===== src/rtl/uart_boot_pkg.sv =====
// Shared types and constants for the UART boot controller.
//   boot_state_t       : controller FSM states (CKSUM only with BOOT_CKSUM_EN)
//   CMD_*              : frame command bytes
//   ST_OK / ST_ERR     : status bytes returned to the host
//   word_addr()        : byte address of payload word idx relative to base
// Configuration macro: BOOT_CKSUM_EN (adds the trailing-checksum state).
package uart_boot_pkg;

    typedef enum logic [2:0] {
        IDLE,
        HDR_ADDR,
        HDR_LEN,
        PAYLOAD,
`ifdef BOOT_CKSUM_EN
        CKSUM,
`endif
        ACK,
        RUN_WAIT
    } boot_state_t;

    localparam logic [7:0] CMD_INSN = 8'h49;  // 'I'
    localparam logic [7:0] CMD_DATA = 8'h44;  // 'D'
    localparam logic [7:0] CMD_RUN  = 8'h52;  // 'R'
    localparam logic [7:0] CMD_STOP = 8'h53;  // 'S'

    localparam logic [7:0] ST_OK  = 8'h4B;    // 'K'
    localparam logic [7:0] ST_ERR = 8'h45;    // 'E'

    // Address arithmetic wraps at 32 bits by construction.
    function automatic logic [31:0] word_addr(input logic [31:0] base,
                                              input logic [15:0] idx);
        return base + {14'd0, idx, 2'b00};
    endfunction

endpackage


===== src/rtl/uart_boot_ctrl_word_packer.sv =====
// boot_word_packer: assembles big-endian 32-bit words from a byte stream.
//   clk, reset    : system clock, synchronous active-high reset
//   clear_i       : restart at byte 0 of a word (held while not in payload)
//   byte_valid_i  : byte_i is a payload byte this cycle
//   byte_i        : payload byte
//   word_o        : completed word, valid while word_done_o is high
//   word_done_o   : high on the cycle the 4th byte of a word arrives
module boot_word_packer (
    input  logic        clk,
    input  logic        reset,
    input  logic        clear_i,
    input  logic        byte_valid_i,
    input  logic [7:0]  byte_i,
    output logic [31:0] word_o,
    output logic        word_done_o
);

    // Only the first three bytes need storage; the fourth is taken live.
    logic [23:0] buf_q;
    logic [1:0]  idx_q;

    always_ff @(posedge clk) begin
        if (reset || clear_i) begin
            buf_q <= '0;
            idx_q <= '0;
        end else if (byte_valid_i) begin
            buf_q <= {buf_q[15:0], byte_i};
            idx_q <= idx_q + 2'd1;
        end
    end

    assign word_o      = {buf_q, byte_i};
    assign word_done_o = byte_valid_i && (idx_q == 2'd3);

endmodule


===== src/rtl/uart_boot_ctrl.sv =====
// uart_boot_ctrl: host-driven boot/run controller.
// Parses framed commands from the UART receiver, writes payload words into
// instruction or data memory, sequences the core run enable and returns a
// one-byte status ('K' ok / 'E' error) over the UART transmitter.
// Ports:
//   clk, reset               : system clock, synchronous active-high reset
//   rx_valid, rx_data        : received byte strobe and value
//   tx_ready                 : transmitter accepts tx_data this cycle
//   tx_valid, tx_data        : status byte offer, held until accepted
//   insn_addr/din/we         : instruction memory write port
//   data_addr/din/we         : data memory write port
//   run                      : core run enable
//   busy                     : controller not idle
//   overrun                  : sticky flag, byte dropped in ACK/RUN_WAIT
// Parameters: RUN_DELAY (cycles from 'R' to run), TIMEOUT (0 disables).
// Configuration macro: BOOT_CKSUM_EN (trailing XOR checksum byte per frame).
module uart_boot_ctrl
    import uart_boot_pkg::*;
#(
    parameter int unsigned RUN_DELAY = 100,
    parameter int unsigned TIMEOUT   = 10_000_000
) (
    input  logic        clk,
    input  logic        reset,
    input  logic        rx_valid,
    input  logic [7:0]  rx_data,
    input  logic        tx_ready,
    output logic        tx_valid,
    output logic [7:0]  tx_data,
    output logic [31:0] insn_addr,
    output logic [31:0] insn_din,
    output logic        insn_we,
    output logic [31:0] data_addr,
    output logic [31:0] data_din,
    output logic        data_we,
    output logic        run,
    output logic        busy,
    output logic        overrun
);

    localparam logic [31:0] RUN_DELAY_W = 32'(RUN_DELAY);
    localparam logic [31:0] TIMEOUT_W   = 32'(TIMEOUT);

    boot_state_t state_q, state_d;
    logic        tgt_insn_q, tgt_insn_d;
    logic [31:0] base_q, base_d;
    logic [15:0] len_q, len_d;
    logic [1:0]  hdr_idx_q, hdr_idx_d;
    logic [15:0] word_idx_q, word_idx_d;
    logic [7:0]  status_q, status_d;
    logic        run_q, run_d;
    logic        overrun_q, overrun_d;
    logic [31:0] idle_cnt_q, idle_cnt_d;
    logic [31:0] run_cnt_q, run_cnt_d;
    logic [31:0] insn_addr_q, insn_addr_d, insn_din_q, insn_din_d;
    logic [31:0] data_addr_q, data_addr_d, data_din_q, data_din_d;
    logic        insn_we_q, insn_we_d, data_we_q, data_we_d;
`ifdef BOOT_CKSUM_EN
    logic [7:0]  cksum_q, cksum_d;
`endif

    logic        in_frame;
    logic        frame_end;
    logic        pk_valid, pk_done;
    logic [31:0] pk_word;
    logic [15:0] len_next;

    assign pk_valid = rx_valid && (state_q == PAYLOAD);
    assign len_next = {len_q[7:0], rx_data};

    boot_word_packer u_packer (
        .clk          (clk),
        .reset        (reset),
        .clear_i      (state_q != PAYLOAD),
        .byte_valid_i (pk_valid),
        .byte_i       (rx_data),
        .word_o       (pk_word),
        .word_done_o  (pk_done)
    );

    // States in which the inter-byte timeout is armed.
    always_comb begin
        in_frame = 1'b0;
        case (state_q)
            HDR_ADDR, HDR_LEN, PAYLOAD: in_frame = 1'b1;
`ifdef BOOT_CKSUM_EN
            CKSUM:                      in_frame = 1'b1;
`endif
            default:                    in_frame = 1'b0;
        endcase
    end

    always_comb begin
        state_d     = state_q;
        tgt_insn_d  = tgt_insn_q;
        base_d      = base_q;
        len_d       = len_q;
        hdr_idx_d   = hdr_idx_q;
        word_idx_d  = word_idx_q;
        status_d    = status_q;
        run_d       = run_q;
        overrun_d   = overrun_q;
        idle_cnt_d  = '0;
        run_cnt_d   = run_cnt_q;
        insn_addr_d = insn_addr_q;
        insn_din_d  = insn_din_q;
        data_addr_d = data_addr_q;
        data_din_d  = data_din_q;
        insn_we_d   = 1'b0;
        data_we_d   = 1'b0;
        frame_end   = 1'b0;
`ifdef BOOT_CKSUM_EN
        cksum_d     = cksum_q;
`endif

        case (state_q)
            IDLE: begin
                if (rx_valid) begin
                    hdr_idx_d = '0;
                    case (rx_data)
                        CMD_INSN, CMD_DATA: begin
                            tgt_insn_d = (rx_data == CMD_INSN);
                            run_d      = 1'b0;
                            state_d    = HDR_ADDR;
                        end
                        CMD_RUN: begin
                            run_cnt_d = '0;
                            if (RUN_DELAY_W == '0) run_d = 1'b1;
                            state_d   = RUN_WAIT;
                        end
                        CMD_STOP: begin
                            run_d    = 1'b0;
                            status_d = ST_OK;
                            state_d  = ACK;
                        end
                        default: begin
                            status_d = ST_ERR;
                            state_d  = ACK;
                        end
                    endcase
                end
            end
            HDR_ADDR: begin
                if (rx_valid) begin
                    base_d    = {base_q[23:0], rx_data};
                    hdr_idx_d = hdr_idx_q + 2'd1;
                    if (hdr_idx_q == 2'd3) begin
                        hdr_idx_d = '0;
                        state_d   = HDR_LEN;
                    end
                end
            end
            HDR_LEN: begin
                if (rx_valid) begin
                    len_d = len_next;
                    if (hdr_idx_q == 2'd0) begin
                        hdr_idx_d = 2'd1;
                    end else begin
                        hdr_idx_d  = '0;
                        word_idx_d = '0;
                        if (len_next == '0) frame_end = 1'b1;
                        else                state_d   = PAYLOAD;
                    end
                end
            end
            PAYLOAD: begin
                if (pk_done) begin
                    if (tgt_insn_q) begin
                        insn_we_d   = 1'b1;
                        insn_addr_d = word_addr(base_q, word_idx_q);
                        insn_din_d  = pk_word;
                    end else begin
                        data_we_d   = 1'b1;
                        data_addr_d = word_addr(base_q, word_idx_q);
                        data_din_d  = pk_word;
                    end
                    word_idx_d = word_idx_q + 16'd1;
                    if (word_idx_q == len_q - 16'd1) frame_end = 1'b1;
                end
            end
`ifdef BOOT_CKSUM_EN
            CKSUM: begin
                if (rx_valid) begin
                    status_d = (rx_data == cksum_q) ? ST_OK : ST_ERR;
                    state_d  = ACK;
                end
            end
`endif
            ACK: begin
                if (tx_ready) state_d = IDLE;
            end
            RUN_WAIT: begin
                // run rises on the last counted cycle; the status follows one
                // cycle later so the host sees 'K' only once run is visible.
                if (run_cnt_q != RUN_DELAY_W) begin
                    run_cnt_d = run_cnt_q + 32'd1;
                    if (run_cnt_q == RUN_DELAY_W - 32'd1) run_d = 1'b1;
                end else begin
                    status_d = ST_OK;
                    state_d  = ACK;
                end
            end
            default: state_d = IDLE;
        endcase

        if (frame_end) begin
`ifdef BOOT_CKSUM_EN
            state_d = CKSUM;
`else
            status_d = ST_OK;
            state_d  = ACK;
`endif
        end

`ifdef BOOT_CKSUM_EN
        if (state_q == IDLE)
            cksum_d = '0;
        else if (rx_valid && (state_q == HDR_ADDR || state_q == HDR_LEN || state_q == PAYLOAD))
            cksum_d = cksum_q ^ rx_data;
`endif

        // Silent cycles inside a frame; any received byte restarts the count.
        if (in_frame && !rx_valid) begin
            idle_cnt_d = idle_cnt_q + 32'd1;
            if (TIMEOUT_W != '0 && idle_cnt_q == TIMEOUT_W - 32'd1) begin
                status_d = ST_ERR;
                state_d  = ACK;
            end
        end

        if (rx_valid && (state_q == ACK || state_q == RUN_WAIT)) overrun_d = 1'b1;
    end

    always_ff @(posedge clk) begin
        if (reset) begin
            state_q     <= IDLE;
            tgt_insn_q  <= 1'b0;
            base_q      <= '0;
            len_q       <= '0;
            hdr_idx_q   <= '0;
            word_idx_q  <= '0;
            status_q    <= '0;
            run_q       <= 1'b0;
            overrun_q   <= 1'b0;
            idle_cnt_q  <= '0;
            run_cnt_q   <= '0;
            insn_addr_q <= '0;
            insn_din_q  <= '0;
            data_addr_q <= '0;
            data_din_q  <= '0;
            insn_we_q   <= 1'b0;
            data_we_q   <= 1'b0;
`ifdef BOOT_CKSUM_EN
            cksum_q     <= '0;
`endif
        end else begin
            state_q     <= state_d;
            tgt_insn_q  <= tgt_insn_d;
            base_q      <= base_d;
            len_q       <= len_d;
            hdr_idx_q   <= hdr_idx_d;
            word_idx_q  <= word_idx_d;
            status_q    <= status_d;
            run_q       <= run_d;
            overrun_q   <= overrun_d;
            idle_cnt_q  <= idle_cnt_d;
            run_cnt_q   <= run_cnt_d;
            insn_addr_q <= insn_addr_d;
            insn_din_q  <= insn_din_d;
            data_addr_q <= data_addr_d;
            data_din_q  <= data_din_d;
            insn_we_q   <= insn_we_d;
            data_we_q   <= data_we_d;
`ifdef BOOT_CKSUM_EN
            cksum_q     <= cksum_d;
`endif
        end
    end

    assign tx_valid  = (state_q == ACK);
    assign tx_data   = status_q;
    assign insn_addr = insn_addr_q;
    assign insn_din  = insn_din_q;
    assign insn_we   = insn_we_q;
    assign data_addr = data_addr_q;
    assign data_din  = data_din_q;
    assign data_we   = data_we_q;
    assign run       = run_q;
    assign busy      = (state_q != IDLE);
    assign overrun   = overrun_q;

endmodule

===== config.mk =====
export PLATFORM = sky130hd
export DESIGN_NAME = uart_boot_ctrl
export DESIGN_NICKNAME = d
export VERILOG_FILES = /design/src/rtl/uart_boot_pkg.sv /design/src/rtl/uart_boot_ctrl_word_packer.sv /design/src/rtl/uart_boot_ctrl.sv
export SDC_FILE = /design/constraint.sdc
export NUM_CORES = 1
export LEC_CHECK = 0
export BUFFER_PORTS_ARGS = -buffer_cell sky130_fd_sc_hd__buf_4
export CAP_MARGIN = 20
export CORE_MARGIN = 3
export CORE_UTILIZATION = 60
export CTS_BUF_LIST = sky130_fd_sc_hd__clkbuf_4
export CTS_CLUSTER_SIZE = 28
export DETAILED_ROUTE_END_ITERATION = 12
export GPL_TIMING_DRIVEN = 0
export PLACE_DENSITY = 0.82
export SYNTH_ARGS = -nofsm -noshare
export SYNTH_HDL_FRONTEND = slang
export SYNTH_SLANG_ARGS = --single-unit

===== constraint.sdc =====
create_clock -name clk -period 3.4 [get_ports clk]
set_input_delay 1.02 -clock clk [delete_from_list [all_inputs] [get_ports clk]]
set_output_delay 1.02 -clock clk [all_outputs]
set_load 0.01 [all_outputs]

==> flow_summary.json <==
{
  "p_int_mw": 5.11,
  "ant_nets": 0,
  "worstMarginPinSlew_ns": 0.957,
  "place_congestion": 0.912,
  "p_sw_frac": 0.234,
  "cts-root-buf": "clkbuf_4",
  "worst_path_max_delay_cell": "clkbuf_1",
  "dp_cells": 2044,
  "tns_ns": 0,
  "wl_mm": 35.1,
  "max_cap_viol_count": 0,
  "drt_iter0_drc": 837,
  "finish.net_count": 1885,
  "antenna_found_initial": 1,
  "io_buffer_count": 147,
  "num_rows": 53,
  "clkPwrFrac": 0.450,
  "p_switching_mw": 1.57,
  "max_freq_mhz": 328,
  "setup_ws_ns": 0.355,
  "synthTopCellsByArea": "dfxtp_1 46%, nand2_1 11%, a21oi_1 8.4%",
  "grt_usage": 0.287,
  "fin_crit_ns": 3.05,
  "ios": 154,
  "hpwl_mm": 25.1,
  "power_leakage_nw": 5.81,
  "yosysTopAreaCell": "dfxtp_1",
  "drc": 0,
  "routed_via_density": 5.68,
  "utilization": 0.728,
  "drive_above_1_share": 0.155,
  "clock-sinks": 300,
  "syn_avg_cell_area_sq_um": 8.09,
  "power_frac_seq": 0.527,
  "setup.worst_path.start_class": "flip-flop",
  "endpoint_kind": "flip-flop",
  "insertion_delay_ns": 0.70,
  "wl_per_cell_um": 16.2,
  "initial_core_util": 0.617,
  "arrival_ns": 3.67,
  "worstPathCellList": "clkbuf_1 -> and4b_1 -> buf_1 -> and3_1 -> clkbuf_1 -> clkbuf_1 -> o21ai_0 -> a21oi_1",
  "hold_class": "flip-flop to flip-flop",
  "required_ns": 4.02,
  "drv_slew": 0,
  "grt_setup_unrepaired": "false",
  "setup_viol_count_final": 0,
  "die_h_um": 154,
  "worst_slew_margin_rel": 0.360,
  "syn_inst": 1622,
  "grt_pass1_vias": 11700,
  "clockBufferDepth": 3,
  "seq_area_frac_synth": 0.458,
  "clkTransAtPathRegs_ns": 0.07,
  "synth_nets": 1659,
  "grt_max_degree": 13,
  "num_vias": 12300,
  "period_share": 0.896,
  "path_class": "flip-flop to flip-flop",
  "die_x_um": 154,
  "cts_made_buffers": 77,
  "grt.overflow.total": 0,
  "grt_pass1_wl_mm": 56.7,
  "path_common_cell": "clkbuf_1",
  "postCtsSetupRepairBufs": 0,
  "cts_resized": 0,
  "yosysUniqueCellTypes": 74,
  "synthFlopType": "dfxtp_1",
  "area_growth_pct": 18.1,
  "cts_tree": "built",
  "yosysMostFrequentCell": "nand2_1",
  "p_comb_frac": 0.022,
  "critical_path.max_fanout": 10,
  "peakVddDrop_mv": 0.288,
  "ys_ff_latch": 300,
  "cts_hold_buf": 0,
  "ys.warnings.count": 0,
  "layout.cells.non_filler": 2170,
  "skew_ns": 0.0367,
  "p_per_area_mw_per_mm2": 431,
  "synth_top_area_share": 0.458,
  "synth_edf_count": 0,
  "dr.pass1.iters": 5,
  "synth_commonest_cells": "391 x nand2_1, 300 x dfxtp_1, 219 x a21oi_1, 123 x nor2_1, 81 x clkbuf_1",
  "synthArstFlopShare": 0,
  "status": "completed",
  "core_sq_mm": 0.0213,
  "power_mw": 6.68,
  "cp_slowest_stage_delay_ns": 0.52,
  "finalHoldViolations": 0,
  "die_area_sq_mm": 0.0237,
  "htreeDepth": 3,
  "syn-cell-area_sq_mm": 0.0131,
  "place_ws_ns": -0.173
}
final cells by class:
class                           count  area, sq um
Buffer                             93          374
Multi-Input combinational cell   1201         6640
Clock buffer                      110          826
Antenna cell                        1         2.50
Inverter                           28          105
Timing Repair Buffer              147         1100
Sequential cell                   300         6010
Clock inverter                     15          104
Fill cell                        1688         5780
Tap cell                          275          344
layout by cell type, fill, tap and decap left out, types with 31 or more instances in the layout:
cell type | synthesis | routed
nand2_1 | 391 | 391
dfxtp_1 | 300 | 300
a21oi_1 | 219 | 219
buf_4 | 1 | 148
nor2_1 | 123 | 123
clkbuf_4 | 0 | 110
clkbuf_1 | 81 | 81
xor2_1 | 60 | 60
xnor2_1 | 50 | 50
o21ai_0 | 43 | 43
nand3_1 | 37 | 37
nand4_1 | 31 | 31
through the flow:
stage	hold WS [ns]	area (sq um)
global route	0.474	15500
global placement	0.442	14600
detailed placement	0.449	14600
floorplan	0.426	13100
finish	0.453	15500
CTS	0.458	15500
sequential cells by signal (all words and copies together) (netlist names):
register	cells
insn_din	32
hdr_idx_q	2
data_we	1
idle_cnt_q	32
len_q	16
overrun	1
insn_we	1
data_din	32
u_packer.idx_q	2
data_addr	32
run_cnt_q	32
run	1
insn_addr	32
word_idx_q	16
u_packer.buf_q	24
base_q	32
tx_data	8
tgt_insn_q	1
state_q	3
per-layer routing:
layer / share of wire / GRT usage / vias up
li1: - / - / 6031
met2: 0.47 / 0.477 / 411
met5: 0 / 0 / -
met1: 0.43 / 0.367 / 5789
met4: 0.030 / 0.115 / 0
met3: 0.073 / 0.0605 / 87
worst paths after layout:
kind	cells after the start	end	slack (ns)	startpoint
worst max-delay path	8	insn_addr[25]	0.35	state_q[1]
worst min-delay path	2	tx_data[5]	0.45	tx_data[5]
worst max register to register	8	insn_addr[25]	0.35	state_q[1]
worst min register to register	2	tx_data[5]	0.45	tx_data[5]
cell families after synthesis:
group	share of synthesized area
AO/OA/AOI/OAI	0.155
AND/OR/NAND/NOR	0.251
adder cells (fa/ha/maj)	0.0244
flip-flops	0.458
buffers and inverters	0.0365
XOR/XNOR	0.0734
multiplexers	0.00153
worst max-delay path, delay by kind of cell, from the launching register on:
kind / cells / cell delay (ns)
buf+inv: 4 / 1.75
simple gates: 2 / 0.54
flops: 1 / 0.36
compound gates: 2 / 0.34
power groups by stage:
stage          Sequential [mW]  Combinational [mW]  Clock (mW)
5_1_grt                   3.52               0.159        3.26
3_3_place_gp              3.60               0.144           0
6_report                  3.52               0.150        3.01
2_1_floorplan             3.60              0.0812           0
3_5_place_dp              3.60               0.146           0
4_1_cts                   3.52               0.147        3.05
(Power assumes the default switching activity.)
